File: src/rtl/pipe_divider_if.sv
// Operand/result bundle for pipe_divider: enable, request side and result side.
// The divider sits on the slave modport, its producer/consumer on the master.
interface pipe_divider_if #(
  parameter int NUM_W = 23,
  parameter int DEN_W = 15,
  parameter int QUO_W = 11,
  parameter int TAG_W = 8
);
  logic             en;
  logic             in_valid;
  logic [NUM_W-1:0] numer;
  logic [DEN_W-1:0] denom;
  logic [TAG_W-1:0] in_tag;
  logic             out_valid;
  logic [QUO_W-1:0] quotient;
  logic             overflow;
  logic             div_zero;
  logic [TAG_W-1:0] out_tag;

  modport master (
    output en, in_valid, numer, denom, in_tag,
    input  out_valid, quotient, overflow, div_zero, out_tag
  );

  modport slave (
    input  en, in_valid, numer, denom, in_tag,
    output out_valid, quotient, overflow, div_zero, out_tag
  );
endinterface

File: src/rtl/pipe_divider.sv
// Fully pipelined unsigned restoring divider: one quotient bit per stage, with
// optional round-half-up, saturation, divide-by-zero flag and a passthrough tag.
module pipe_divider #(
  parameter int NUM_W = 23,
  parameter int DEN_W = 15,
  parameter int QUO_W = 11,
  parameter int ROUND = 0,
  parameter int TAG_W = 8
) (
  input  logic          clock,
  input  logic          aclr,
  pipe_divider_if.slave bus
);
  localparam int RW = NUM_W + 1;          // rounded numerator / remainder width
  localparam int WW = NUM_W + QUO_W + 1;  // wide enough for denom << QUO_W

  logic             in_valid_r;
  logic [NUM_W-1:0] numer_r;
  logic [DEN_W-1:0] denom_r;
  logic [TAG_W-1:0] in_tag_r;

  logic [RW-1:0]    n_s;
  logic             dz_s;
  logic             ov_s;

  logic             v_r   [0:QUO_W];
  logic             dz_r  [0:QUO_W];
  logic             ov_r  [0:QUO_W];
  logic [TAG_W-1:0] tag_r [0:QUO_W];
  logic [QUO_W-1:0] q_r   [0:QUO_W];
  logic [RW-1:0]    rem_r [0:QUO_W-1];
  logic [DEN_W-1:0] d_r   [0:QUO_W-1];

  logic [WW-1:0]    div_s  [1:QUO_W];
  logic [RW-1:0]    diff_s [1:QUO_W];
  logic             take_s [1:QUO_W];
  logic [QUO_W-1:0] bit_s  [1:QUO_W];

  logic [QUO_W-1:0] quo_nxt_s;
  logic             ov_nxt_s;
  logic             dz_nxt_s;
  logic             out_valid_r;
  logic [QUO_W-1:0] quotient_r;
  logic             overflow_r;
  logic             div_zero_r;
  logic [TAG_W-1:0] out_tag_r;

  // Input capture register.
  always_ff @(posedge clock or posedge aclr) begin
    if (aclr) begin
      in_valid_r <= 1'b0;
      numer_r    <= {NUM_W{1'b0}};
      denom_r    <= {DEN_W{1'b0}};
      in_tag_r   <= {TAG_W{1'b0}};
    end else if (bus.en) begin
      in_valid_r <= bus.in_valid;
      numer_r    <= bus.numer;
      denom_r    <= bus.denom;
      in_tag_r   <= bus.in_tag;
    end
  end

  // Rounding bias and early saturation / zero-divisor detection.
  always_comb begin
    if (ROUND != 0) begin
      n_s = RW'(numer_r) + RW'({1'b0, denom_r[DEN_W-1:1]});
    end else begin
      n_s = RW'(numer_r);
    end
    dz_s = (denom_r == {DEN_W{1'b0}});
    ov_s = !dz_s && (WW'(n_s) >= (WW'(denom_r) << QUO_W));
  end

  // Restoring trial subtraction for every stage; stage k resolves bit QUO_W-k.
  always_comb begin
    for (int k = 1; k <= QUO_W; k++) begin
      div_s[k]  = WW'(d_r[k-1]) << (QUO_W - k);
      take_s[k] = (WW'(rem_r[k-1]) >= div_s[k]);
      diff_s[k] = RW'(WW'(rem_r[k-1]) - div_s[k]);
      if (take_s[k]) begin
        bit_s[k] = {{(QUO_W-1){1'b0}}, 1'b1} << (QUO_W - k);
      end else begin
        bit_s[k] = {QUO_W{1'b0}};
      end
    end
  end

  // Divider pipeline registers; the last stage drops remainder and divisor.
  always_ff @(posedge clock or posedge aclr) begin
    if (aclr) begin
      for (int k = 0; k <= QUO_W; k++) begin
        v_r[k]   <= 1'b0;
        dz_r[k]  <= 1'b0;
        ov_r[k]  <= 1'b0;
        tag_r[k] <= {TAG_W{1'b0}};
        q_r[k]   <= {QUO_W{1'b0}};
      end
      for (int k = 0; k < QUO_W; k++) begin
        rem_r[k] <= {RW{1'b0}};
        d_r[k]   <= {DEN_W{1'b0}};
      end
    end else if (bus.en) begin
      v_r[0]   <= in_valid_r;
      dz_r[0]  <= dz_s;
      ov_r[0]  <= ov_s;
      tag_r[0] <= in_tag_r;
      q_r[0]   <= {QUO_W{1'b0}};
      rem_r[0] <= n_s;
      d_r[0]   <= denom_r;
      for (int k = 1; k <= QUO_W; k++) begin
        v_r[k]   <= v_r[k-1];
        dz_r[k]  <= dz_r[k-1];
        ov_r[k]  <= ov_r[k-1];
        tag_r[k] <= tag_r[k-1];
        q_r[k]   <= q_r[k-1] | bit_s[k];
      end
      for (int k = 1; k < QUO_W; k++) begin
        rem_r[k] <= take_s[k] ? diff_s[k] : rem_r[k-1];
        d_r[k]   <= d_r[k-1];
      end
    end
  end

  // Saturation select: zero divisor wins over overflow.
  always_comb begin
    quo_nxt_s = q_r[QUO_W];
    ov_nxt_s  = 1'b0;
    dz_nxt_s  = 1'b0;
    if (dz_r[QUO_W]) begin
      quo_nxt_s = {QUO_W{1'b1}};
      dz_nxt_s  = 1'b1;
    end else if (ov_r[QUO_W]) begin
      quo_nxt_s = {QUO_W{1'b1}};
      ov_nxt_s  = 1'b1;
    end else begin
      quo_nxt_s = q_r[QUO_W];
    end
  end

  // Output register.
  always_ff @(posedge clock or posedge aclr) begin
    if (aclr) begin
      out_valid_r <= 1'b0;
      quotient_r  <= {QUO_W{1'b0}};
      overflow_r  <= 1'b0;
      div_zero_r  <= 1'b0;
      out_tag_r   <= {TAG_W{1'b0}};
    end else if (bus.en) begin
      out_valid_r <= v_r[QUO_W];
      quotient_r  <= quo_nxt_s;
      overflow_r  <= ov_nxt_s;
      div_zero_r  <= dz_nxt_s;
      out_tag_r   <= tag_r[QUO_W];
    end
  end

  assign bus.out_valid = out_valid_r;
  assign bus.quotient  = quotient_r;
  assign bus.overflow  = overflow_r;
  assign bus.div_zero  = div_zero_r;
  assign bus.out_tag   = out_tag_r;
endmodule

File: src/flat_wrapper.sv
// flat-port wrapper written by rule: the top's interface ports become plain ports
module pipe_divider_flat 
#(
  parameter int NUM_W = 23,
  parameter int DEN_W = 15,
  parameter int QUO_W = 11,
  parameter int ROUND = 0,
  parameter int TAG_W = 8
)
  (clock, aclr, bus_en, bus_in_valid, bus_numer, bus_denom, bus_in_tag, bus_out_valid, bus_quotient, bus_overflow, bus_div_zero, bus_out_tag);
  pipe_divider_if #(.NUM_W(NUM_W), .DEN_W(DEN_W), .QUO_W(QUO_W), .TAG_W(TAG_W)) bus_i ();
  input  logic clock;
  input  logic aclr;
  input wire logic [$bits(bus_i.en)-1:0] bus_en;
  input wire logic [$bits(bus_i.in_valid)-1:0] bus_in_valid;
  input wire logic [$bits(bus_i.numer)-1:0] bus_numer;
  input wire logic [$bits(bus_i.denom)-1:0] bus_denom;
  input wire logic [$bits(bus_i.in_tag)-1:0] bus_in_tag;
  output wire logic [$bits(bus_i.out_valid)-1:0] bus_out_valid;
  output wire logic [$bits(bus_i.quotient)-1:0] bus_quotient;
  output wire logic [$bits(bus_i.overflow)-1:0] bus_overflow;
  output wire logic [$bits(bus_i.div_zero)-1:0] bus_div_zero;
  output wire logic [$bits(bus_i.out_tag)-1:0] bus_out_tag;
  assign bus_i.en = bus_en;
  assign bus_i.in_valid = bus_in_valid;
  assign bus_i.numer = bus_numer;
  assign bus_i.denom = bus_denom;
  assign bus_i.in_tag = bus_in_tag;
  assign bus_out_valid = bus_i.out_valid;
  assign bus_quotient = bus_i.quotient;
  assign bus_overflow = bus_i.overflow;
  assign bus_div_zero = bus_i.div_zero;
  assign bus_out_tag = bus_i.out_tag;
  pipe_divider #(.NUM_W(NUM_W), .DEN_W(DEN_W), .QUO_W(QUO_W), .ROUND(ROUND), .TAG_W(TAG_W)) u_core (.clock(clock), .aclr(aclr), .bus(bus_i));
endmodule
File: config.mk
export PLATFORM = sky130hd
export DESIGN_NAME = pipe_divider_flat
export DESIGN_NICKNAME = d
export VERILOG_FILES = /design/src/rtl/pipe_divider_if.sv /design/src/rtl/pipe_divider.sv /design/src/flat_wrapper.sv
export SDC_FILE = /design/constraint.sdc
export NUM_CORES = 2
export LEC_CHECK = 0
export ABC_CLOCK_PERIOD_IN_PS = 33300
export CAP_MARGIN = 20
export CORE_MARGIN = 1.5
export CORE_UTILIZATION = 50
export DETAILED_ROUTE_END_ITERATION = 16
export PLACE_DENSITY = 0.66
export REMOVE_ABC_BUFFERS = 1
export SLEW_MARGIN = 30
export SYNTH_ARGS = -nofsm -noshare
export SYNTH_HDL_FRONTEND = slang
export SYNTH_SLANG_ARGS = --single-unit
File: constraint.sdc
create_clock -name clock -period 33.3 [get_ports clock]
set_input_delay 4.995 -clock clock [delete_from_list [all_inputs] [get_ports clock]]
set_output_delay 4.995 -clock clock [all_outputs]
set_load 0.05 [all_outputs]
# Yosys cells after proc, flatten, opt, wreduce, memory -nomap -nowiden
# Cells that the tools add are included.
# Widths: inputs -> output; s select.
classes:
  n_reduce_logical: 3
  bitwise: 10
  magnitude_cmp: 12
  addsub: 10
  mux: 26
ops:
  columns: ["operator", "n"]
  rows:
  - ["$mux 24", 10]
  - ["$or 11x11->11", 7]
  - ["$mux 11", 3]
  - ["$ge 23x26->1", 1]
  - ["$ge 23x25->1", 1]
  - ["$ge 24x15->1", 1]
  - ["$ge 24x16->1", 1]
  - ["$ge 24x17->1", 1]
  - ["$ge 24x18->1", 1]
  - ["$ge 24x19->1", 1]
  - ["$ge 24x20->1", 1]
  - ["$ge 24x21->1", 1]
  - ["$ge 24x22->1", 1]
  - ["$ge 24x23->1", 1]
  - ["$ge 24x24->1", 1]
  - ["$sub 23x24->24", 1]
  - ["$sub 24x16->24", 1]
  - ["$sub 24x17->24", 1]
  - ["$sub 24x18->24", 1]
  - ["$sub 24x19->24", 1]
  - ["$sub 24x20->24", 1]
  - ["$sub 24x21->24", 1]
  - ["$sub 24x22->24", 1]
  - ["$sub 24x23->24", 1]
  - ["other kinds (17)", 20]
word_totals:
  regBits: 750
  out_inout_bits: 22
  word_cells: 151
  inputBits: 50

# Depth between registers and ports, before layout
depth:
  word_depth: 3
  depth_mapped: 13
  ltp_nobuf: 12

# Worst setup path before layout
# No wires, ideal clock.
synth_path:
  kind: "input port to flip-flop"
  start: "in bus_en"
  end: "reg u_core.rem_r[10] (netlist name)"
  path_slack_ps: 26725
  setup_ps: 134
  path_buffers: 4
  arrival_time_ps: 6441
  path_stages: 5
  cell_sequence: "clkbuf_1 > clkbuf_1 > buf_6 > dlygate4sd3_1 > a21oi_1"
synth_lines:
  columns: ["item", "line", "source"]
  rows:
  - ["start, declared", "flat_wrapper.sv:14", "input wire logic [$bits(bus_i.en)-1:0] bus_en;"]
  - ["end signal, assigned by index", "pipe_divider.sv:99", "rem_r[k] <= {RW{1'b0}};"]
  - ["end signal, assigned by index", "pipe_divider.sv:118", "rem_r[k] <= take_s[k] ? diff_s[k] : rem_r[k-1];"]
  - ["end, declared", "pipe_divider.sv:31", "logic [RW-1:0] rem_r [0:QUO_W-1];"]
# No word-level cell between the ends.

==> results.md <==
- The maximum buffer depth of the clock tree is 3.
- The initial detailed-routing violation count is roughly 1,100.
- The final total power is around 0.0036 W.
- The count of distinct cell types in the synthesized netlist is just over 80.
- The number of nets at the end of the flow is 3,703.
- The core region is approximately 0.070 sq mm.
- STA puts the critical path data arrival time at 8.29 ns.
- The synthesized instance count is ~3,400.
- Dividing the final minimum period by the clock period gives 0.229.
- The number of max-slew violations in the final report is 0.
- The kind of launch point of the worst setup path is a primary input.
- After clock tree synthesis, the flow added hold-fix buffers numbering 0.
- The maximum number of pins on one net before global-route repair is ~250.
- The root buffer cell chosen for the clock tree is clkbuf_16.
- The number of clock buffers inserted by TritonCTS is slightly below 80.
- Yosys mapped a number of flops with a built-in enable equal to 0.
- For this run, global-route usage on met1 was measured as 0.244.
- In the final layout, the share of cells above drive strength 1 is 0.140.
- After detailed routing, the number of remaining DRC violations is 0.
- Leaving out fill and tap cells, the most frequent cell in the layout is dfrtp_1.
- In this run, synthesis produced a sequential element count of about 700.
- The static power due to leakage is 17.4 nW.
- TritonCTS built the clock tree.
- The final-report setup violation count is 0.
- The initial core utilization is 0.507.
- The number of vias per cell after detailed routing is 5.42.
- The worst-case hold slack is between 0.4 and 0.5 ns.
- The later pin in the worst-skew pair is clocked with a latency of approximately 0.63 ns.
- The share of the synthesized area in compound gates (AO/OA/AOI/OAI) was 0.138.
- The worst-path maximum fanout is 119.
- For this run, the register share of the synthesized area comes to 0.489.
- At the pin with the least slew margin, the transition time is just under 1 ns.
- In the global route stage, met3 resource usage came out at 0.0259.
- The final clock skew is 0.0302 ns.
- After clock tree synthesis, the clock-pin slew on the worst setup and hold paths is ~0.060 ns.
- Port buffering added between 70 and 80 buffers.
- The via count of the first global-routing pass was ~24,000.
- The number of antenna-violating nets in the routed design is 0.
- The routed length per instance is between 15 and 20 um.
- The vertical die dimension is 270 um.
- The floorplan step defined a die boundary enclosing slightly above 0.07 sq mm.
- The cell area that synthesis handed to floorplanning was between 0.03 and 0.04 sq mm.
- Of the total synthesized cell area, the portion taken by XOR and XNOR cells is 0.0325.
- The H-tree generated during clock tree synthesis spans 3 levels.
- The worst supply voltage drop on vdd is about 0.045 mV.
- The worst-case headroom to the max-slew limit is 0.346.
- The final route contains between 20,000 and 25,000 vias.
- The number of I/O pins is 72.
- The sequential cells in the finished layout cover a total of roughly 0.017 sq mm.
- The met2 usage is 0.341.
- Each instance of the synthesized netlist takes up on average around 10 sq um.
- Of the total synthesized cell area, the portion taken by full adders, half adders and majority gates is 0.0672.
- The commonest register cell after synthesis is dfrtp_1.
- The classification of the worst setup path is in2async.
- The synthesis-to-layout area growth is 12.1%.
- For this run, asynchronously set or reset flops after synthesis account for 1.00.
- By area, the combinational part of the netlist is dominated by compound AO/OA/AOI/OAI gates.
- Summed over all failing endpoints, the final setup total negative slack is 0 ns.
- In the global route stage, overall resource usage came out at 0.194.
- The footprint of the multi-input gates is approximately 0.017 sq mm.
- The multiplexer fraction of the synthesized cell area is 0.127.
- Row generation in the floorplan step produced between 90 and 100 rows.
- Setup repair after global routing left no endpoint under its margin.
- The count of instances resized after the clock tree is built is 0.
- After clock tree synthesis, the setup repair step added 0 buffers.
- The run finished with clean final reports.
- The count of clock tree sinks is a little under 700.
- The antenna diode instance count is 0.
- In the layout the commonest cells are dfrtp_1 (695), mux2_2 (322), nand2_1 (289).
- The total wirelength of the detailed-routed design is between 60,000 and 70,000 um.
- The min-delay analysis places its worst path in the category reg2reg.
- The global routing stage identified its most utilized layer as met2.
- The element type at the critical path end is an async pin.
- The number of hold violations in the final report was 0.
- The number of fillers in the final layout is 6,167.
- The final core utilization is 0.568.
- The maximum operating frequency is around 130 MHz.
- Before antenna repair, the detailed router went through 6 iterations.
- At the worst endpoint, the required time is between 30 and 40 ns.
- The placement-stage cell area is between 0.03 and 0.04 sq mm.
- The initial antenna violation count was 1.
- Power spread over the standard cell area amounts to 90.9 mW/mm^2.
- The weighted congestion reported at the end of routability-driven placement is between 0.9 and 1.
- For this run, the number of Yosys warnings is 0.
- Of the total synthesized cell area, the portion taken by AND, OR, NAND and NOR gates is 0.104.
- The total grt overflow is 0.
- The floorplan step set the die width to around 270 um.
- With fillers left out, the area of the finished cells amounts to between 0.03 and 0.04 sq mm.
- The first global-routing pass estimated roughly 120,000 um of wire.
- The reported max-cap violation count is 0.
- After layout, the minimum clock period comes to between 7 and 8 ns.
- The HPWL reported at the end of detailed placement is around 48,000 um.
Yosys cell counts, drive strengths merged (25+ instances only):
master / number / area share
o21ai: 283 / 0.040
nor2: 272 / 0.029
o211ai: 28 / 0.0059
a21oi: 276 / 0.039
nor3: 36 / 0.0051
mux2: 322 / 0.10
a21o: 49 / 0.010
ha: 175 / 0.062
o21a: 31 / 0.0065
nand3: 36 / 0.0051
inv: 225 / 0.024
mux2i: 89 / 0.025
nand2b: 25 / 0.0044
clkbuf: 132 / 0.014
nand2: 289 / 0.031
xor2: 54 / 0.013
nor2b: 26 / 0.0046
a31oi: 25 / 0.0044
xnor2: 78 / 0.019
dfrtp: 695 / 0.49
final timing paths:
path                                  from                end  slack [ns]  cells past startpoint
max                                   aclr     u_core.d_r[13]       25.67                      5
min                         u_core.d_r[25]     u_core.d_r[10]        0.47                      2
max reg2reg                u_core.d_r[120]  u_core.rem_r[177]       29.59                     10
min reg2reg                 u_core.d_r[25]     u_core.d_r[10]        0.47                      2
max in group clock                  bus_en   u_core.rem_r[93]       25.74                      7
min in group asynchronous             aclr  u_core.numer_r[5]        4.92                      2
power breakdown:
part           leakage (nW)  internal (W)  total, W  switching (W)
Clock                  1.31      0.000540  0.000890       0.000350
Sequential             8.28       0.00110   0.00129       0.000186
Combinational          7.84      0.000666   0.00145       0.000781
layout make-up:
type	count	area share
flip-flops and latches	695	0.436
multi-input cells	2368	0.418
clock buffers	108	0.0548
well taps	940	0.0295
repair buffers	99	0.0263
inverters	227	0.0216
clock inverters	29	0.0131
registers in the layout, summed over array words and instances, names as in the netlist:
name,flops
u_core.v_r,12
u_core.bus.out_valid,1
u_core.bus.quotient,11
u_core.rem_r,263
u_core.dz_r,12
u_core.d_r,165
u_core.numer_r,23
u_core.denom_r,15
u_core.bus.out_tag,8
u_core.in_valid_r,1
u_core.in_tag_r,8
u_core.tag_r,96
u_core.bus.overflow,1
u_core.ov_r,12
u_core.q_r,66
u_core.bus.div_zero,1
worst max-delay path, cell delays in order:
cell	delay [ns]
clkdlybuf4s50_1	0.49
inv_8	0.57
buf_4	0.68
buf_4	0.71
buf_6	0.62
through the flow:
stage          cells  setup slack [ns]
2_1_floorplan   3290              8.82
3_3_place_gp    4325             24.57
4_1_cts         4463             25.23
6_report        4466             25.67
3_5_place_dp    4326             24.58
5_1_grt         4466             25.20
per-layer routing:
metal  vias up  share of wire
li1      12152              -
met1     11599           0.44
met2       299           0.50
met3       144          0.025
met4         0          0.032
met5         -              0
logic make-up (layout without fill, tap and decap cells):
kind of cell,Yosys count,after routing
AO/OA/AOI/OAI,823,823
XOR/XNOR,132,132
adder cells (fa/ha/maj),185,185
buffers and inverters,381,463
flip-flops,695,695
multiplexers,411,411
AND/OR/NAND/NOR,817,817
(Power assumes the default switching activity.)
